### config.mk
export PLATFORM = sky130hd
export DESIGN_NAME = rgb_pwm_driver
export DESIGN_NICKNAME = d
export VERILOG_FILES = /design/src/rtl/cwm_pkg.sv /design/src/rtl/pwm_channel.sv /design/src/rtl/rgb_pwm_driver.sv
export SDC_FILE = /design/constraint.sdc
export NUM_CORES = 1
export LEC_CHECK = 0
export ABC_AREA = 1
export CELL_PAD_IN_SITES_DETAIL_PLACEMENT = 0
export CELL_PAD_IN_SITES_GLOBAL_PLACEMENT = 1
export CORE_MARGIN = 8
export CORE_UTILIZATION = 41
export DETAILED_ROUTE_END_ITERATION = 8
export PLACE_DENSITY_LB_ADDON = 0.1
export SLEW_MARGIN = 30
export SYNTH_ARGS = -nofsm -noshare
export SYNTH_HDL_FRONTEND = slang
export SYNTH_SLANG_ARGS = --single-unit
export TNS_END_PERCENT = 5
### constraint.sdc
create_clock -name clk -period 1.8 [get_ports clk]
set_input_delay 0.54 -clock clk [delete_from_list [all_inputs] [get_ports clk]]
set_output_delay 0.54 -clock clk [all_outputs]
set_load 0.05 [all_outputs]
### src/rtl/cwm_pkg.sv
// Shared definitions for the RGB PWM driver: FSM states and PWM constants.
package cwm_pkg;

    typedef enum logic [1:0] {
        IDLE = 2'd0,
        LOAD = 2'd1,
        RUN  = 2'd2
    } state_t;

    localparam int unsigned PWM_WIDTH = 8;
    localparam logic [PWM_WIDTH-1:0] DUTY_FULL = 8'hFF;

endpackage

### src/rtl/pwm_channel.sv
// One PWM output pin: registered compare of the shared PWM count against a duty byte.
module pwm_channel
    import cwm_pkg::*;
(
    input  logic                 clk,
    input  logic                 rst,
    input  logic                 run,
    input  logic [PWM_WIDTH-1:0] pwm_cnt,
    input  logic [PWM_WIDTH-1:0] duty,
    output logic                 led
);

    // Full duty is forced on so 8'hFF means solid, not 255/256.
    always_ff @(posedge clk or negedge rst) begin
        if (!rst) begin
            led <= 1'b0;
        end else begin
            led <= run && ((duty == DUTY_FULL) || (pwm_cnt < duty));
        end
    end

endmodule

### src/rtl/rgb_pwm_driver.sv
// Three-channel 8-bit PWM LED driver with period-aligned double-buffered colour.
module rgb_pwm_driver
    import cwm_pkg::*;
#(
    parameter int PRESCALE = 4
) (
    input  logic        clk,
    input  logic        rst,
    input  logic        enable,
    input  logic [23:0] light,
    output logic        led_r,
    output logic        led_g,
    output logic        led_b,
    output logic        period_start
);

    localparam int PW = (PRESCALE > 1) ? $clog2(PRESCALE) : 1;
    localparam logic [PW-1:0] PRESC_LAST = PW'(PRESCALE - 1);
    localparam logic [PWM_WIDTH-1:0] PWM_LAST = '1;

    state_t                 state;
    logic [PW-1:0]          presc_cnt;
    logic [PWM_WIDTH-1:0]   pwm_cnt;
    logic [23:0]            shadow_rgb;
    logic                   tick;
    logic                   run;

    assign tick = (presc_cnt == PRESC_LAST);
    assign run  = (state == RUN) && enable;

    always_ff @(posedge clk or negedge rst) begin
        if (!rst) begin
            state        <= IDLE;
            presc_cnt    <= '0;
            pwm_cnt      <= '0;
            shadow_rgb   <= '0;
            period_start <= 1'b0;
        end else begin
            case (state)
                IDLE: begin
                    presc_cnt    <= '0;
                    pwm_cnt      <= '0;
                    period_start <= 1'b0;
                    if (enable) state <= LOAD;
                end
                LOAD: begin
                    shadow_rgb   <= light;
                    presc_cnt    <= '0;
                    pwm_cnt      <= '0;
                    period_start <= 1'b0;
                    state        <= RUN;
                end
                RUN: begin
                    // Boundary shadow load happens even if enable drops in the same cycle.
                    if (tick && (pwm_cnt == PWM_LAST)) shadow_rgb <= light;
                    if (enable) begin
                        presc_cnt    <= tick ? '0 : presc_cnt + 1'b1;
                        if (tick) pwm_cnt <= pwm_cnt + 1'b1;
                        period_start <= (presc_cnt == '0) && (pwm_cnt == '0);
                    end else begin
                        presc_cnt    <= '0;
                        pwm_cnt      <= '0;
                        period_start <= 1'b0;
                        state        <= IDLE;
                    end
                end
                default: begin
                    presc_cnt    <= '0;
                    pwm_cnt      <= '0;
                    period_start <= 1'b0;
                    state        <= IDLE;
                end
            endcase
        end
    end

    pwm_channel u_red (
        .clk     (clk),
        .rst     (rst),
        .run     (run),
        .pwm_cnt (pwm_cnt),
        .duty    (shadow_rgb[23:16]),
        .led     (led_r)
    );

    pwm_channel u_green (
        .clk     (clk),
        .rst     (rst),
        .run     (run),
        .pwm_cnt (pwm_cnt),
        .duty    (shadow_rgb[15:8]),
        .led     (led_g)
    );

    pwm_channel u_blue (
        .clk     (clk),
        .rst     (rst),
        .run     (run),
        .pwm_cnt (pwm_cnt),
        .duty    (shadow_rgb[7:0]),
        .led     (led_b)
    );

endmodule
==> reports/metrics.csv, run 1 <==
metric;value;unit
outcome;finished, final reports clean;
Rows;27;
final hold vios;0;
final slew viol count;0;
clock tree sinks;40;
syn nets;327;
via count of the routed design;1818;
CTS tree;built;
H-tree levels;2;
worst-path cell chain;ha_1 > nand2_2 > nor3_4 > nand2_2 > o21ai_4 > buf_4 > nand2_1 > o21ai_0;
crit path launch type;register;
Reg2Reg Depth;8;
sum of negative setup slack;0;ns
skew final;0.00473;ns
Skew-Pair Late Insertion Delay;0.29;ns
final worst slack;0.205;ns
Starting Density;42.0;%
Cell Count, Final, Fillers Out;390;
Antenna Cells;0;
Max-Cap Viols;0;
Slew Limit Headroom;77.7;%
setup violators final;0;
Net Switching;1.28;mW
Mapped Cells;275;
GRT overflow;0;
Worst-Margin Slew;0.334;ns
initial antenna violation count;0;
synthesized area;2300;sq um
CTS resizes;0;
post-synth cell types;19;
area leader, netlist;dfrtp_1;
Final HPWL DP;3690;microns
Avg Vias per Cell;4.66;
largest net degree at the start of global routing;41;
Critical Path RT;2.01;ns
Die H;90.9;microns
Filler cells;551;
Hold-fix buffers, CTS;0;
Clock Power Share;18.5;%
min-delay worst type;in2async;
Area Overhead vs Synth;23.7;%
total track usage;13.1;%
Worst-path clk slew;0.07;ns
Min Clock Period, post-route;1.59;ns
syn_area_per_cell;8.37;sq um
power share of the combinational group;42.3;%
global-route wire length before repair;8850;microns
Tcrit/Tclk final;88.6;%
post-synthesis adder-cell area fraction;13.6;%
CTS buffer count;5;
Setup crit end kind;register;
reg2reg start;pwm_cnt[0];
Post-synth top cells;nand2_1, inv_1, dfrtp_1;
most frequent CP cell;nand2_2;
DRT Pass-1 Iters;4;
EDFF count, synth;0;
DRC Markers;0;
routability congestion estimate from global placement;0.798;
setup slack after placement;0.119;ns
Synth top area share;43.5;%
synth warn;0;
FMAX;0.627;GHz
Flop pwr share;39.3;%
r2r setup slk;0.21;ns
root buf cell;clkbuf_8;
mux contribution to synthesized area;0;%
Sw Ratio;38.2;%
ANT nets after route;0;
largest cells by area after synthesis;dfrtp_1, ha_1, nand2_1;
# port buffers;30;
Die Footprint;8270;sq um
worst vdd rail ir drop;647;uV
Synth Area in Simple Gates;21.8;%
setup repair after global routing missed its margin;false;
die span in x;90.9;microns
# IOs;31;
largest family of logic cells by synthesized area;simple AND/OR/NAND/NOR gates;
P_int;2.07;mW
drt wl/cell;12.5;microns
FF+latch count, synth;40;
post-synthesis compound-gate area fraction;11.7;%
Synth Area in XOR/XNOR;0;%
Initial DRC Count;98;
Leak;1.46;nW
layout cells sized above 1;13.5;%
vias in the first global route;1924;
Synth async-reset ratio;100;%
clk buf depth;2;
Inst Count DP;382;
crit-path max FO;19;
Critical Path Max Stage Delay;0.43;ns
register area share after synthesis;43.5;%
WP data arrival;1.81;ns
core area;5470;sq um
pwr dens;1180;nW/um^2
CP max-delay cell;dfrtp_1;
Setup Fix Bufs, Post-CTS;0;
cell with the most instances after synthesis;nand2_1;
total routed wirelength;4890;microns
crit path kind;reg2reg;
post-layout net count;369;
Most used DFF post-synth;dfrtp_1;
reg2reg end;shadow_rgb[6];
flip-flops by register name, indices dropped and copies added, names as in the netlist:
register      cells
u_blue.led        1
presc_cnt         2
u_green.led       1
period_start      1
shadow_rgb       24
state             2
pwm_cnt           8
u_red.led         1
power by group through the flow:
stage	sequential [mW]	clock, mW	combinational, mW
5_1_grt	1.36	0.685	1.65
2_1_floorplan	1.38	0	1.00
4_1_cts	1.32	0.657	1.46
6_report	1.32	0.620	1.42
3_3_place_gp	1.33	0	1.42
3_5_place_dp	1.34	0	1.45
worst max-delay path, delay by kind of cell, from the launching register on:
family                     cells  cell delay, ns
buffers and inverters          1            0.26
DFF                            1            0.43
AOI/OAI and AO/OA              2            0.24
adders and majority gates      1            0.18
and+or+nand+nor                4            0.39
worst max-delay path by stage:
stage,end,depth (start not counted),slack (ns),from
3_3_place_gp,pwm_cnt[7],7,0.15,enable
6_report,shadow_rgb[6],8,0.21,pwm_cnt[0]
3_5_place_dp,pwm_cnt[7],6,0.12,enable
2_1_floorplan,shadow_rgb[13],7,0.30,presc_cnt[0]
5_1_grt,shadow_rgb[3],8,0.02,pwm_cnt[0]
4_1_cts,shadow_rgb[6],8,0.17,pwm_cnt[0]
stage by stage:
step / area, sq um / total power, mW / util, % / hold slack (ns)
finish: 2850 / 3.35 / 52.0 / 0.202
floorplan: 2300 / 2.39 / - / 0.244
global placement: 2760 / 2.76 / 50.4 / 0.441
CTS: 2850 / 3.43 / 52.0 / 0.213
global route: 2850 / 3.69 / 52.0 / 0.232
detailed placement: 2760 / 2.79 / 50.4 / 0.438
metal layers:
metal | GRT usage (%) | share of wire (%) | up-vias
li1 | - | - | 959
met1 | 15.9 | 47 | 818
met2 | 21.9 | 47 | 34
met3 | 3.16 | 4.5 | 7
met4 | 5.46 | 1.6 | 0
met5 | 0 | 0 | -
final cells by class:
| cell class | count | area (sq um) | area share, % |
|---|---|---|---|
| multi-input cells | 184 | 1090 | 38.3 |
| flip-flops and latches | 40 | 1000 | 35.2 |
| repair buffers | 41 | 405 | 14.2 |
| inverters | 45 | 169 | 5.93 |
| clock buffers | 8 | 90.1 | 3.16 |
| well taps | 72 | 90.1 | 3.16 |
cell usage in the layout, fill, tap and decap left out, drive strengths merged:
master         count
clkdlybuf4s50     25
nand3              3
nand4              2
nor4               3
o21ai             29
a21oi             12
nor3              11
clkbuf             8
nor2              19
nor3b              2
nand2             77
inv               45
ha                25
buf               16
and3               1
dfrtp             40
kinds of logic (layout without fill, tap and decap cells):
kind of cell / count (synthesis) / in the layout
DFF: 40 / 40
AOI/OAI and AO/OA: 41 / 41
and+or+nand+nor: 118 / 118
adders and majority gates: 25 / 25
buffers and inverters: 51 / 94
Power figures use the tool's default switching activity.
==> run 2: changes to the inputs <==
==> constraint.sdc (replaced) <==
create_clock -name clk -period 1.8 [get_ports clk]
set_input_delay 0.54 -clock clk [delete_from_list [all_inputs] [get_ports clk]]
set_output_delay 0.54 -clock clk [all_outputs]
set_load 0.01 [all_outputs]
==> run 2 against run 1 <==
Effect of this change:
- clock skew is 0.00064 ns higher
- global-route usage is 0.49 points lower
- sequential power hardly changed
- critical path type is now reg2out
- critical endpoint is now led_b
- largest cell class unchanged
- highest routed layer unchanged
==> reports/metrics.csv, run 2 (synthesis gave the netlist of run 1 again) <==
metric;value;unit;change
reg2reg end;shadow_rgb[22];;
ANT nets after route;0;;unchanged
sum of negative setup slack;0;ns;unchanged
top flop regs;shadow_rgb (24), pwm_cnt (8);;
setup repair after global routing missed its margin;false;;
commonest non-fill, non-tap cell in the layout;nand2_1;;
crit path launch type;register;;
# IOs;31;;unchanged
P_int;2.03;mW;-2.2%
CP max-delay cell;clkdlybuf4s50_1;;
Worst-path clk slew;0.07;ns;about the same
Antenna Cells;0;;unchanged
Slew Limit Headroom;78.0;%;+0.24 points
Setup Fix Bufs, Post-CTS;0;;unchanged
Die Footprint;8270;sq um;unchanged
Avg Vias per Cell;4.67;;+0.17%
final hold vios;0;;unchanged
fin area;2840;sq um;-0.40%
CTS tree;built;;
Die H;90.9;microns;unchanged
Filler cells;549;;-0.36%
routability congestion estimate from global placement;0.777;;-2.6%
critical path depth in cells;1;;-7
largest net degree at the start of global routing;41;;unchanged
drt wl/cell;12.6;microns;about the same
Worst Setup SP;u_blue.led;;
Tot Pwr;3.22;mW;-3.9%
Flop pwr share;40.8;%;+1.5 points
pwr dens;1140;nW/um^2;-3.5%
post-layout net count;369;;unchanged
Critical Path RT;1.26;ns;-0.75 ns
root buf cell;clkbuf_8;;
Inst Count DP;382;;unchanged
# port buffers;30;;unchanged
Leak;1.44;nW;-1.1%
setup slack after placement;0.127;ns;+0.00793 ns
commonest cells after routing, fill and taps aside;nand2_1, inv_1, dfrtp_1, clkdlybuf4s50_1, ha_1;;
die span in x;90.9;microns;unchanged
GRT overflow;0;;unchanged
Skew-Pair Late Insertion Delay;0.28;ns;about the same
clock tree sinks;40;;unchanged
Starting Density;42.0;%;unchanged
worst vdd rail ir drop;624;uV;-3.4%
H-tree levels;2;;unchanged
core area;5470;sq um;unchanged
Initial DRC Count;41;;-58%
Reg2Reg Depth;8;;unchanged
power share of the combinational group;42.7;%;+0.4 points
WP data arrival;1.14;ns;-0.67 ns
r2r setup slk;0.22;ns;about the same
Critical Path End;led_b;;
outcome;finished, final reports clean;;
FMAX;0.594;GHz;-5.2%
DP Area;2770;sq um;+0.36%
worst-path cell chain;clkdlybuf4s50_1;;
setup violators final;0;;unchanged
via count of the routed design;1807;;-0.61%
vias in the first global route;1883;;-2.1%
Area Overhead vs Synth;23.2;%;
final slew viol count;0;;unchanged
reg2reg start;pwm_cnt[0];;
global-route wire length before repair;8600;microns;-2.9%
Critical Path Max Stage Delay;0.53;ns;+0.10 ns
largest reg by FF count;shadow_rgb;;
Worst-Margin Slew;0.330;ns;-0.00362 ns
final worst slack;0.117;ns;-0.0880 ns
CTS resizes;0;;unchanged
initial antenna violation count;0;;unchanged
total track usage;12.6;%;-0.49 points
crit-path leading delay family;buffers and inverters;;
skew final;0.00537;ns;+0.000637 ns
Rows;27;;unchanged
layout cells sized above 1;12.1;%;-1.5 points
Cell Count, Final, Fillers Out;387;;-0.77%
Tcrit/Tclk final;93.5;%;+4.9 points
clk buf depth;2;;unchanged
max reg flops;24;;unchanged
DRT Pass-1 Iters;4;;unchanged
Net Switching;1.20;mW;-6.6%
Min Clock Period, post-route;1.68;ns;+0.0880 ns
Clock Power Share;16.4;%;-2.1 points
min-delay worst type;in2async;;
crit-path max FO;1;;-18
crit path kind;reg2out;;
Setup crit end kind;primary output;;
Final HPWL DP;3740;microns;+1.1%
WP buf/inv;1;;unchanged
Hold-fix buffers, CTS;0;;unchanged
DRC Markers;0;;unchanged
CTS buffer count;5;;unchanged
total routed wirelength;4860;microns;-0.72%
Sw Ratio;37.1;%;-1.1 points
Max-Cap Viols;0;;unchanged
==> run 2: final cells by class <==
cell class | count | area [sq um] | share of cell area [%]
timing repair buffer | 41 | 415 | 14.7
tap | 72 | 90.1 | 3.18
clock buffer | 5 | 68.8 | 2.43
sequential | 40 | 1000 | 35.3
multi-input combinational | 184 | 1090 | 38.5
inverter | 45 | 169 | 5.96
==> run 2: metal layers <==
metal	wire, microns	up-vias	GRT usage, %
li1	-	951	-
met1	2300	819	15.5
met2	2310	31	21.2
met3	184	6	3.24
met4	62	0	4.09
met5	0	-	0
==> run 2: power by group through the flow <==
stage	Clock, mW	Sequential (mW)	Combinational, mW
after detailed placement	0	1.33	1.41
after floorplan	0	1.32	1.00
after global placement	0	1.33	1.37
final	0.530	1.32	1.38
after global routing	0.599	1.36	1.60
after CTS	0.559	1.32	1.41
==> run 2: worst min path at each step <==
| stage | startpoint | end | slack (ns) | cells past startpoint |
|---|---|---|---|---|
| final | rst | shadow_rgb[3] | 0.21 | 2 |
| after global routing | rst | shadow_rgb[3] | 0.23 | 2 |
| after CTS | rst | shadow_rgb[3] | 0.22 | 2 |
| after detailed placement | state[1] | state[0] | 0.44 | 1 |
| after global placement | state[1] | state[0] | 0.44 | 1 |
| after floorplan | rst | period_start | 0.24 | 0 |
==> run 2: stage by stage <==
stage	hold slack [ns]	util, %
2_1_floorplan	0.244	-
3_3_place_gp	0.436	50.5
3_5_place_dp	0.440	50.5
4_1_cts	0.217	51.8
5_1_grt	0.228	51.8
6_report	0.211	51.8
==> RTL edit: new RTL, config.mk and constraints of run 1 <==
The 3 states of `state_t` get a one-hot encoding in 3 bits.
--- a/src/rtl/cwm_pkg.sv
+++ b/src/rtl/cwm_pkg.sv
@@ -3,6 +3,6 @@
 
-    typedef enum logic [1:0] {
-        IDLE = 2'd0,
-        LOAD = 2'd1,
-        RUN  = 2'd2
+    typedef enum logic [2:0] {
+        IDLE = 3'b001,
+        LOAD = 3'b010,
+        RUN  = 3'b100
     } state_t;
Behaviour: no difference found for any inputs over 10 cycles, from zero or initial values and one cycle with rst low; not proved beyond that.
==> RTL edit against run 1 <==
Total power fell by 2.8%. Die area rose by 3.8%. Setup slack improved by 73 ps. Maximum frequency rose by 4.8%. Combinational power fell by 22%. Critical endpoint is now shadow_rgb[13]$_DFFE_PN0P_. First-iteration DRC count fell by 61%. Largest cell class unchanged. Sequential cell count rose by 1. Final area rose by 2.8%. Critical path type unchanged. Synthesized area rose by 4.7%. Routed wire length rose by 5.7%. Synthesized cell count rose by 2.5%.
==> RTL edit: results <==
group,metric,value,unit
placement,dp_slack,4.74,ps
cts,worstSkewPairLatency,300,ps
synth,post_synth_fa_ha_maj_area_fraction,0.130,
cts,post_cts_buffers,0,
placement,io_buffers,30,
synth,synth-main-ff-cell,"dfrtp_1",
synth,synth_nets,334,
worst_setup_path,timing.rr.start,"pwm_cnt[0]$_DFFE_PN0P_",
finish,drive_above_1_share,0.154,
worst_setup_path,crit_path_max_incr_delay,390,ps
synth,synth_mux_area_frac,0,
finish,reg_top3,"shadow_rgb (24), pwm_cnt (8), state (3)",
worst_setup_path,cpMaxStageDelayCell,"dfrtp_1",
drt,drt_iter0_drc,38,
timing,whs,203,ps
synth,async_flop_share,1.00,
synth,ys_types,27,
worst_setup_path,cp.arrival,1750,ps
status,status,"completed",
synth,synth.most_common_cell,"nand2_1",
drt,firstDrtPassIters,4,
cts,root_buffer,"clkbuf_8",
synth,ys_seq_area_frac,0.426,
cts,cts_buffers,5,
drt,viasPerCell,4.68,
synth,yosys-top-cells-count,"nand2_1 (74), inv_1 (44), dfrtp_1 (40)",
placement,dp_hpwl,3870,um
synth,ys_top_cells_by_area,"dfrtp_1 (42%), ha_1 (13%), nand2_1 (12%), inv_1 (6.9%), o21ai_2 (5.8%)",
timing,clock_skew,8.97,ps
synth,synth-compound-area-share,0.102,
placement,gp_congestion,0.766,
global_route,grt_max_degree,46,
power_and_ir_drop,p_leak,1.50,nW
worst_setup_path,r2r_cells,7,
global_route,antenna_found_initial,0,
global_route,grt_pass1_vias,1829,
finish,nNetsFinal,376,
power_and_ir_drop,peakVddDrop,0.518,mV
cts,cts.htree.levels,2,
worst_setup_path,crit_fanout,45,
worst_setup_path,r2r-end,"shadow_rgb[13]$_DFFE_PN0P_",
cts,clkTransAtPathRegs,90,ps
global_route,grt_pass1_wl,8720,um
cts,clockBufferDepth,2,
worst_setup_path,crit_family,"simple AND/OR/NAND/NOR gates",
global_route,grt_usage,0.128,
timing,relSlewSlack,0.772,
worst_setup_path,rrSetupSlack,280,ps
drt,drt_wl_total,5170,um
RTL edit: how the worst max path moves through the flow:
stage,endpoint,slack [ps],cells past startpoint,start
6_report,shadow_rgb[13]$_DFFE_PN0P_,280,7,pwm_cnt[0]$_DFFE_PN0P_
5_1_grt,shadow_rgb[13]$_DFFE_PN0P_,120,7,pwm_cnt[0]$_DFFE_PN0P_
4_1_cts,shadow_rgb[13]$_DFFE_PN0P_,270,7,pwm_cnt[0]$_DFFE_PN0P_
3_5_place_dp,pwm_cnt[6]$_DFFE_PN0P_,5,7,enable
3_3_place_gp,pwm_cnt[5]$_DFFE_PN0P_,40,9,enable
2_1_floorplan,shadow_rgb[5]$_DFFE_PN0P_,430,7,pwm_cnt[1]$_DFFE_PN0P_
RTL edit: through the flow:
stage	area, um^2	instances	util
5_1_grt	2930	400	0.503
3_3_place_gp	2810	392	0.482
2_1_floorplan	2410	282	-
3_5_place_dp	2810	392	0.482
6_report	2930	400	0.503
4_1_cts	2930	400	0.503
RTL edit: area by class of cell:
cell class / count / area [um^2]
fill: 588 / 2890
multi-input combinational: 192 / 1150
sequential: 41 / 1030
timing repair buffer: 40 / 373
inverter: 44 / 165
tap: 75 / 93.8
clock buffer: 6 / 82.6
clock inverter: 2 / 37.5
RTL edit: logic make-up (layout without fill, tap and decap cells):
family	Yosys count	count (layout)
DFF	41	41
AOI/OAI and AO/OA	37	37
adders and majority gates	25	25
buffers and inverters	49	92
and+or+nand+nor	130	130
RTL edit: power breakdown:
group          switching [mW]  total (mW)  internal [mW]
combinational           0.654        1.11          0.457
clock                   0.336       0.787          0.451
sequential              0.138        1.36           1.22
RTL edit: routing by layer:
metal  share of wire  vias up  GRT usage
met5               0        -          0
met1            0.49      851      0.164
met2            0.46       26      0.206
met4           0.010        0     0.0322
li1                -      987          -
met3           0.043        6     0.0396
